==> src/rtl/refresh_sequencer.sv <==
// refresh_sequencer: tREFI interval timer plus grant-gated PRECHARGE-ALL / AUTO-REFRESH command stream.
// Defining REFRESH_ZQCS_EN appends a ZQCS short calibration (and tZQCS wait) to every refresh.
module refresh_sequencer #(
    parameter int NBANKS   = 8,
    parameter int A_WIDTH  = 14,
    parameter int BA_WIDTH = 3,
    parameter int TREFI    = 782,
    parameter int TRP      = 3,
    parameter int TRFC     = 30,
    parameter int TZQCS    = 16
) (
    input  logic                sys_clk,
    input  logic                sys_rst,
    input  logic                enable,
    output logic                refresh_req,
    input  logic [NBANKS-1:0]   refresh_gnt,
    output logic                cmd_valid,
    input  logic                cmd_ready,
    output logic [A_WIDTH-1:0]  cmd_payload_a,
    output logic [BA_WIDTH-1:0] cmd_payload_ba,
    output logic                cmd_payload_cas,
    output logic                cmd_payload_ras,
    output logic                cmd_payload_we,
    output logic                cmd_payload_is_cmd,
    output logic                cmd_payload_is_read,
    output logic                cmd_payload_is_write,
    output logic                busy,
    output logic                missed
);
    localparam int TW    = $clog2(TREFI);
    localparam int WMAX0 = (TRP > TRFC) ? TRP : TRFC;
    localparam int WMAX  = (WMAX0 > TZQCS) ? WMAX0 : TZQCS;
    localparam int WW    = (WMAX > 1) ? $clog2(WMAX) : 1;
    localparam logic [A_WIDTH-1:0] A_PRE_ALL = A_WIDTH'(1) << 10;

    typedef enum logic [2:0] {
        S_IDLE      = 3'd0,
        S_WAIT_GNT  = 3'd1,
        S_PRE       = 3'd2,
        S_WAIT_TRP  = 3'd3,
        S_REF       = 3'd4,
        S_WAIT_TRFC = 3'd5
`ifdef REFRESH_ZQCS_EN
        , S_ZQ      = 3'd6,
        S_WAIT_ZQ   = 3'd7
`endif
    } state_t;

    state_t          state_q, state_d;
    logic [TW-1:0]   timer_q, timer_d;
    logic [WW-1:0]   wait_q, wait_d;
    logic            pending_q, pending_d;
    logic            missed_q, missed_d;
    logic            req_q, req_d;
    logic            expire;
    logic            consume;

    always_ff @(posedge sys_clk or posedge sys_rst) begin
        if (sys_rst) begin
            state_q   <= S_IDLE;
            timer_q   <= TW'(TREFI - 1);
            wait_q    <= '0;
            pending_q <= 1'b0;
            missed_q  <= 1'b0;
            req_q     <= 1'b0;
        end else begin
            state_q   <= state_d;
            timer_q   <= timer_d;
            wait_q    <= wait_d;
            pending_q <= pending_d;
            missed_q  <= missed_d;
            req_q     <= req_d;
        end
    end

    always_comb begin
        timer_d = timer_q;
        expire  = 1'b0;
        if (enable) begin
            if (timer_q == '0) begin
                expire  = 1'b1;
                timer_d = TW'(TREFI - 1);
            end else begin
                timer_d = timer_q - TW'(1);
            end
        end
    end

    always_comb begin
        state_d         = state_q;
        wait_d          = wait_q;
        consume         = 1'b0;
        cmd_valid       = 1'b0;
        cmd_payload_a   = '0;
        cmd_payload_ras = 1'b0;
        cmd_payload_cas = 1'b0;
        cmd_payload_we  = 1'b0;
        case (state_q)
            S_IDLE: begin
                if (pending_q) begin
                    consume = 1'b1;
                    state_d = S_WAIT_GNT;
                end
            end
            S_WAIT_GNT: begin
                if (&refresh_gnt) state_d = S_PRE;
            end
            S_PRE: begin
                cmd_valid       = 1'b1;
                cmd_payload_ras = 1'b1;
                cmd_payload_we  = 1'b1;
                cmd_payload_a   = A_PRE_ALL;
                if (cmd_ready) begin
                    wait_d  = WW'(TRP - 1);
                    state_d = S_WAIT_TRP;
                end
            end
            S_WAIT_TRP: begin
                if (wait_q == '0) state_d = S_REF;
                else              wait_d  = wait_q - WW'(1);
            end
            S_REF: begin
                cmd_valid       = 1'b1;
                cmd_payload_ras = 1'b1;
                cmd_payload_cas = 1'b1;
                if (cmd_ready) begin
                    wait_d  = WW'(TRFC - 1);
                    state_d = S_WAIT_TRFC;
                end
            end
            S_WAIT_TRFC: begin
                if (wait_q == '0) begin
`ifdef REFRESH_ZQCS_EN
                    state_d = S_ZQ;
`else
                    state_d = S_IDLE;
`endif
                end else begin
                    wait_d = wait_q - WW'(1);
                end
            end
`ifdef REFRESH_ZQCS_EN
            S_ZQ: begin
                cmd_valid      = 1'b1;
                cmd_payload_we = 1'b1;
                if (cmd_ready) begin
                    wait_d  = WW'(TZQCS - 1);
                    state_d = S_WAIT_ZQ;
                end
            end
            S_WAIT_ZQ: begin
                if (wait_q == '0) state_d = S_IDLE;
                else              wait_d  = wait_q - WW'(1);
            end
`endif
            default: state_d = S_IDLE;
        endcase
    end

    // An expiry that lands while a refresh is still owed is lost, not queued.
    assign pending_d = expire | (pending_q & ~consume);
    assign missed_d  = missed_q | (expire & pending_q);
    assign req_d     = (state_d != S_IDLE);

    assign refresh_req          = req_q;
    assign missed               = missed_q;
    assign busy                 = (state_q != S_IDLE);
    assign cmd_payload_ba       = '0;
    assign cmd_payload_is_cmd   = cmd_valid;
    assign cmd_payload_is_read  = 1'b0;
    assign cmd_payload_is_write = 1'b0;
endmodule

==> config.mk <==
export PLATFORM = sky130hd
export DESIGN_NAME = refresh_sequencer
export DESIGN_NICKNAME = d
export VERILOG_FILES = /design/src/rtl/refresh_sequencer.sv
export SDC_FILE = /design/constraint.sdc
export NUM_CORES = 1
export LEC_CHECK = 0
export ABC_AREA = 0
export CORE_ASPECT_RATIO = 1.4
export CORE_MARGIN = 2
export CORE_UTILIZATION = 30
export CTS_CLUSTER_DIAMETER = 120
export CTS_CLUSTER_SIZE = 10
export DETAILED_ROUTE_END_ITERATION = 7
export PLACE_DENSITY = 0.56
export SLEW_MARGIN = 30
export SYNTH_ARGS = -nofsm -noshare
export SYNTH_HDL_FRONTEND = slang
export SYNTH_SLANG_ARGS = --single-unit
==> constraint.sdc <==
create_clock -name sys_clk -period 1.8 [get_ports sys_clk]
set_input_delay 0.18 -clock sys_clk [delete_from_list [all_inputs] [get_ports sys_clk]]
set_output_delay 0.18 -clock sys_clk [all_outputs]
set_load 0.005 [all_outputs]
# Yosys cells after proc, flatten, opt, wreduce, memory -nomap -nowiden
# Cells that the tools add are included.
dict set report classes {
  n_eq_ne 8
  n_addsub 2
  shift 0
  n_mul 0
  muxes 20
  n_reduce_logical 10
  n_lt_le_gt_ge 0
  bitwise 5
  n_div 0
}
# cell count
set op_table {}
lappend op_table {{two-way mux 3 bit} 6}
lappend op_table {{one-hot mux 3 bit (6 select lines)} 1}
lappend op_table {{two-way mux 5 bit} 3}
lappend op_table {{one-hot mux 5 bit (3 select lines)} 1}
lappend op_table {{two-way mux 11 bit} 1}
lappend op_table {{zero test 10 bit} 1}
lappend op_table {{two-way mux 10 bit} 1}
lappend op_table {{subtractor 10 x 1 -> 10 bit, second input constant} 1}
lappend op_table {{nonzero test 3 bit} 3}
lappend op_table {{AND reduction 8 bit} 1}
lappend op_table {{two-way mux 1 bit} 7}
lappend op_table {{== test 3 x 2 -> 1 bit, second input constant} 2}
lappend op_table {{== test 3 bit, second input constant} 2}
lappend op_table {{inequality test 2 bit, second input constant} 3}
lappend op_table {{zero test 5 bit} 1}
lappend op_table {{subtractor 5 x 1 -> 5 bit, second input constant} 1}
lappend op_table {{AND reduction 4 bit} 1}
lappend op_table {{OR reduction 2 bit} 2}
lappend op_table {{== test 3 x 1 -> 1 bit, second input constant} 1}
lappend op_table {{zero test 3 bit} 1}
lappend op_table {{AND 1 bit} 2}
lappend op_table {{bitwise OR 1 bit} 2}
lappend op_table {{NOT 1 bit} 1}
dict set report totals {
  in_bits 12
  register_bits 21
  n_memories 0
  romBits 0
  latchBits 0
  elab_cells 51
  out_inout_bits 27
  ram_bits 0
}

# Longest topological paths before layout
# Gate-level depths: netlist of the first run.
dict set report logic_depth {
  depth_word 5
  mapped_depth 6
  mapped_depth_nobuf 6
}

# Worst setup path after synthesis of the first run
# OpenSTA, ideal clock, no wires.
dict set report synth_path {
  kind {register to register}
  startpoint {reg wait_q[0]}
  endpoint {reg wait_q[1]}
  setup_ns 0.125
  path_buffers 0
  required_time_ns 1.675
  arrival_ns 1.626
  path_stages_with_launch 6
  period_less_slack_ns 1.750
  setup_slack_ns 0.050
  cell_sequence {dfrtp_1 inv_1 ha_1 nor4b_1 a211oi_2 mux2_2}
}
dict set report synth_between {
  elab_chain_cells 3
  elab_cells_between_ends 6
  cone_classes {1 x add/sub; 1 x eq/ne; 2 x mux; 2 x reduce/logical}
}
# element line
set synth_rtl {}
lappend synth_rtl {{start, declared} 51} ;# logic [WW-1:0] wait_q, wait_d;
lappend synth_rtl {{start signal, assigned} 69} ;# wait_q <= wait_d;
lappend synth_rtl {{subtractor 5 x 1 -> 5 bit or zero test 5 bit (tied branches)} -}
lappend synth_rtl {{two-way mux 5 bit or inequality test 2 bit (tied branches)} -}
lappend synth_rtl {{one-hot mux 5 bit (3 select lines) or AND reduction 4 bit (tied branches)} -}
# Parallel ways exist; a longest one is shown, timed or not. The select of a mux whose other input is x is not followed.
# A chain may end at the register's enable or synchronous reset.

# Final worst setup path of the first run
dict set report layout_path {
  startpoint {reg state_q[2]}
  endpoint {out cmd_payload_is_cmd}
}
dict set report layout_between {
  elab_chain_cells 3
  elab_cells_between_ends 4
  cone_classes {2 x eq/ne; 1 x mux; 1 x reduce/logical}
}
# element line
set layout_rtl {}
lappend layout_rtl {{start, declared} 49} ;# state_t state_q, state_d;
lappend layout_rtl {{start signal, assigned} 67} ;# state_q <= state_d;
lappend layout_rtl {{== test 3 bit or == test 3 x 2 -> 1 bit (tied branches)} 98} ;# case (state_q)
lappend layout_rtl {{OR reduction 2 bit (no source line) (*)} -}
lappend layout_rtl {{two-way mux 1 bit (*)} 98}
lappend layout_rtl {{end, declared} 24} ;# output logic cmd_payload_is_cmd,
# Mark *: on every way between the ends. The rest lies on a longest branch, timed or not.

==> results.toml, run 1 <==
[run_status]
status = "completed"

[floorplan]
die-area_mm2 = 0.00496
ios = 39
die_h_um = 82.6
rows = 28
start_util_pct = 31.2
fp.dieW_um = 60.1
coreArea_mm2 = 0.00424

[route]
drt-initial-drc-count = 20
avgRoutedWirePerCell_um = 11.6
ant_nets = 0
vias_per_cell = 4.54
firstDrtPassIters = 2
drc = 0
vias = 1085
drt-total-wl_um = 2770

[placed_design]
placed_cell_area_mm2 = 0.00158
numPlacedInstances = 231
gp_congestion = 0.801
portBuffers = 20
dp_slack_ns = -0.0495
hpwl_um = 2080

[clock_tree]
worstSkewPairLatency_ns = 0.26
cts.path.max_buffers = 2
cts.reportedPaths.clkPinSlew_ns = 0.08
cts_inserted_buffers = 3
tritoncts = "built"
cts-root-buf = "clkbuf_8"
cts.sinks = 21
ctsHtreeMaxLevel = 1

[logic_synthesis]
yosys-top-cells-count = "buf_4, dfrtp_1, nor2_1, nand2_1, a21oi_1"
synth_edf_count = 0
synth_most_common_cell = "buf_4"
synth_area_mm2 = 0.00132
synthDistinctLibCells = 38
async_flop_share_pct = 100
synth_cells = 147
synth_compound_area_share_pct = 14.1
yosysTopAreaCellShare_pct = 30.3
synth-xor-area-share_pct = 4.64
yosys-top-cells-area = "dfrtp_1, buf_4, dfstp_2"
yosysWarnings = 0
seq_area_frac_synth_pct = 40.2
yosysTopAreaCell = "dfrtp_1"
synthFlopType = "dfrtp_1"
syn_avg_cell_area_um2 = 9.00
synth_fa_ha_area_share_pct = 2.84
synthMuxAreaShare_pct = 2.37
ys_ff_latch = 21
synthSimpleGateAreaFrac_pct = 20.1
synth_top_family_by_area = "simple AND/OR/NAND/NOR gates"

[power]
peakVddDrop_mv = 0.428
total_power_mw = 2.22
leakage_nw = 0.747
powerDensity_mw_per_mm2 = 1310

[worst_setup_path]
critPathLaunchType = "flop"
cp-end-kind = "output port"
critical_path_class = "flop to output port"
path_cells = "nand2b_4 > a21oi_2 > clkdlybuf4s50_1"
cpPeakStageDelay_ns = 0.52
arrival_ns = 1.56
cp_data_required_time_ns = 1.62
cp_max_fo = 5
slowest_stage = "clkdlybuf4s50_1"

[timing]
grt_setup_unrepaired = "false"
fin_skew_ns = 0.00240
period_share_pct = 96.7
worst_slack_ns = 0.0593
period_minus_slack_ns = 1.74
fmax_mhz = 574
whs_ns = 0.248
hold_viol_final = 0
slew_violations = 0
setup_viol = 0

[finish]
area_growth_pct = 27.7
n_antenna_cell = 0
final_area_mm2 = 0.00169
final_nets = 195
layout-drive-gt1-share_pct = 21.2
finalNonFillerCells = 239

[grt]
grt_max_degree = 22
grt_pass1_wl_um = 4620
grt_pass1_vias = 1093
antenna_found_initial = 0
grt_overflow_total = 0
track_usage_pct = 12.3

[flow_run]
max_cap_violations = 0

[min_path]
holdCritPathClass = "primary input to asynchronous set/reset pin"
[kinds of logic (layout without fill, tap and decap cells)]
family / Yosys count / in the layout
fa+ha+maj: 3 / 3
buf+inv: 33 / 48
other cells: 1 / 18
flops: 21 / 21
compound gates: 30 / 30
simple gates: 49 / 49
mux: 3 / 3
xor+xnor: 7 / 7
[sequential cells by signal, summed over array words and instances (netlist names)]
register	flops
missed	1
pending_q	1
refresh_req	1
state_q	3
timer_q	10
wait_q	5
[final timing paths]
path                                        from                endpoint  slack (ns)  cells after the start
max reg2reg                wait_q[1]$_DFFE_PP0P_   wait_q[1]$_DFFE_PP0P_        0.13                      5
min in group sys_clk            missed$_DFF_PP0_        missed$_DFF_PP0_        0.47                      1
max                         state_q[2]$_DFF_PP0_      cmd_payload_is_cmd        0.06                      3
max in group asynchronous                sys_rst  timer_q[0]$_DFFE_PP1P_        1.28                      3
min reg2reg                     missed$_DFF_PP0_        missed$_DFF_PP0_        0.47                      1
min                                      sys_rst   wait_q[2]$_DFFE_PP0P_        0.25                      3
[power by group]
part | switching, mW | internal [mW]
registers | 0.230 | 0.704
logic | 0.476 | 0.496
clock network | 0.153 | 0.158
total | 0.859 | 1.36
[final cells by class]
class,instances,area [um2]
fillers,432,2550
repair buffers,36,319
clock buffers,4,45.0
flip-flops and latches,21,536
multi-input cells,110,684
well taps,60,75.1
inverters,8,30.0
[cell usage in the layout, fill, tap and decap left out, types with 2 or more instances in the layout]
cell type / synthesis / layout
nor4_1: 2 / 2
o21ai_0: 7 / 7
dfstp_2: 5 / 5
ha_1: 3 / 3
a21oi_1: 11 / 10
buf_4: 21 / 16
or3b_1: 2 / 2
clkbuf_8: 0 / 3
nand2_1: 12 / 12
nand2b_4: 0 / 2
mux2i_1: 2 / 2
nor3_1: 4 / 4
dfrtp_1: 16 / 13
a211oi_1: 2 / 2
inv_1: 8 / 8
clkdlybuf4s50_1: 0 / 16
o22ai_1: 2 / 2
nand4_1: 2 / 2
dlygate4sd2_1: 0 / 3
conb_1: 1 / 18
dfrtp_2: 0 / 3
nand2b_1: 4 / 2
o31ai_1: 2 / 2
nor2_1: 15 / 14
xnor2_1: 6 / 6
[worst max-delay path: cells and delay by family (launching register included)]
family | cells | cell delay, ns
flip-flops | 1 | 0.46
AND/OR/NAND/NOR | 1 | 0.17
AO/OA/AOI/OAI | 1 | 0.15
buffers and inverters | 1 | 0.52
[metrics by stage]
step                utilization (%)  TNS [ns]
floorplan                         -         0
global route                   39.8         0
finish                         39.8         0
CTS                            38.9         0
detailed placement             37.2   -0.0495
global placement               37.2         0
[routing by layer]
metal / up-vias / routed length [um] / track usage [%]
met5: - / 0 / 0
met4: 0 / 57 / 5.56
met3: 8 / 122 / 2.34
met2: 32 / 1480 / 22.8
met1: 519 / 1120 / 13.0
li1: 526 / - / -
[what timing repair did]
action	4_1_cts	5_1_grt
pin swaps	1	2
resized for setup	8	5
cloned	0	0
setup buffers	3	1
setup endpoints to repair	5	12
hold buffers	0	0
(Power assumes the default switching activity.)
==> run 2: changes to the inputs <==
--- a/config.mk
+++ b/config.mk
@@ -6,6 +6,7 @@
 export NUM_CORES = 1
 export LEC_CHECK = 0
 export ABC_AREA = 0
+export CAP_MARGIN = 20
 export CORE_ASPECT_RATIO = 1.4
 export CORE_MARGIN = 2
 export CORE_UTILIZATION = 30
==> results of run 2 <==
No change in the layout: final DEF, timing and power equal those of run 1.
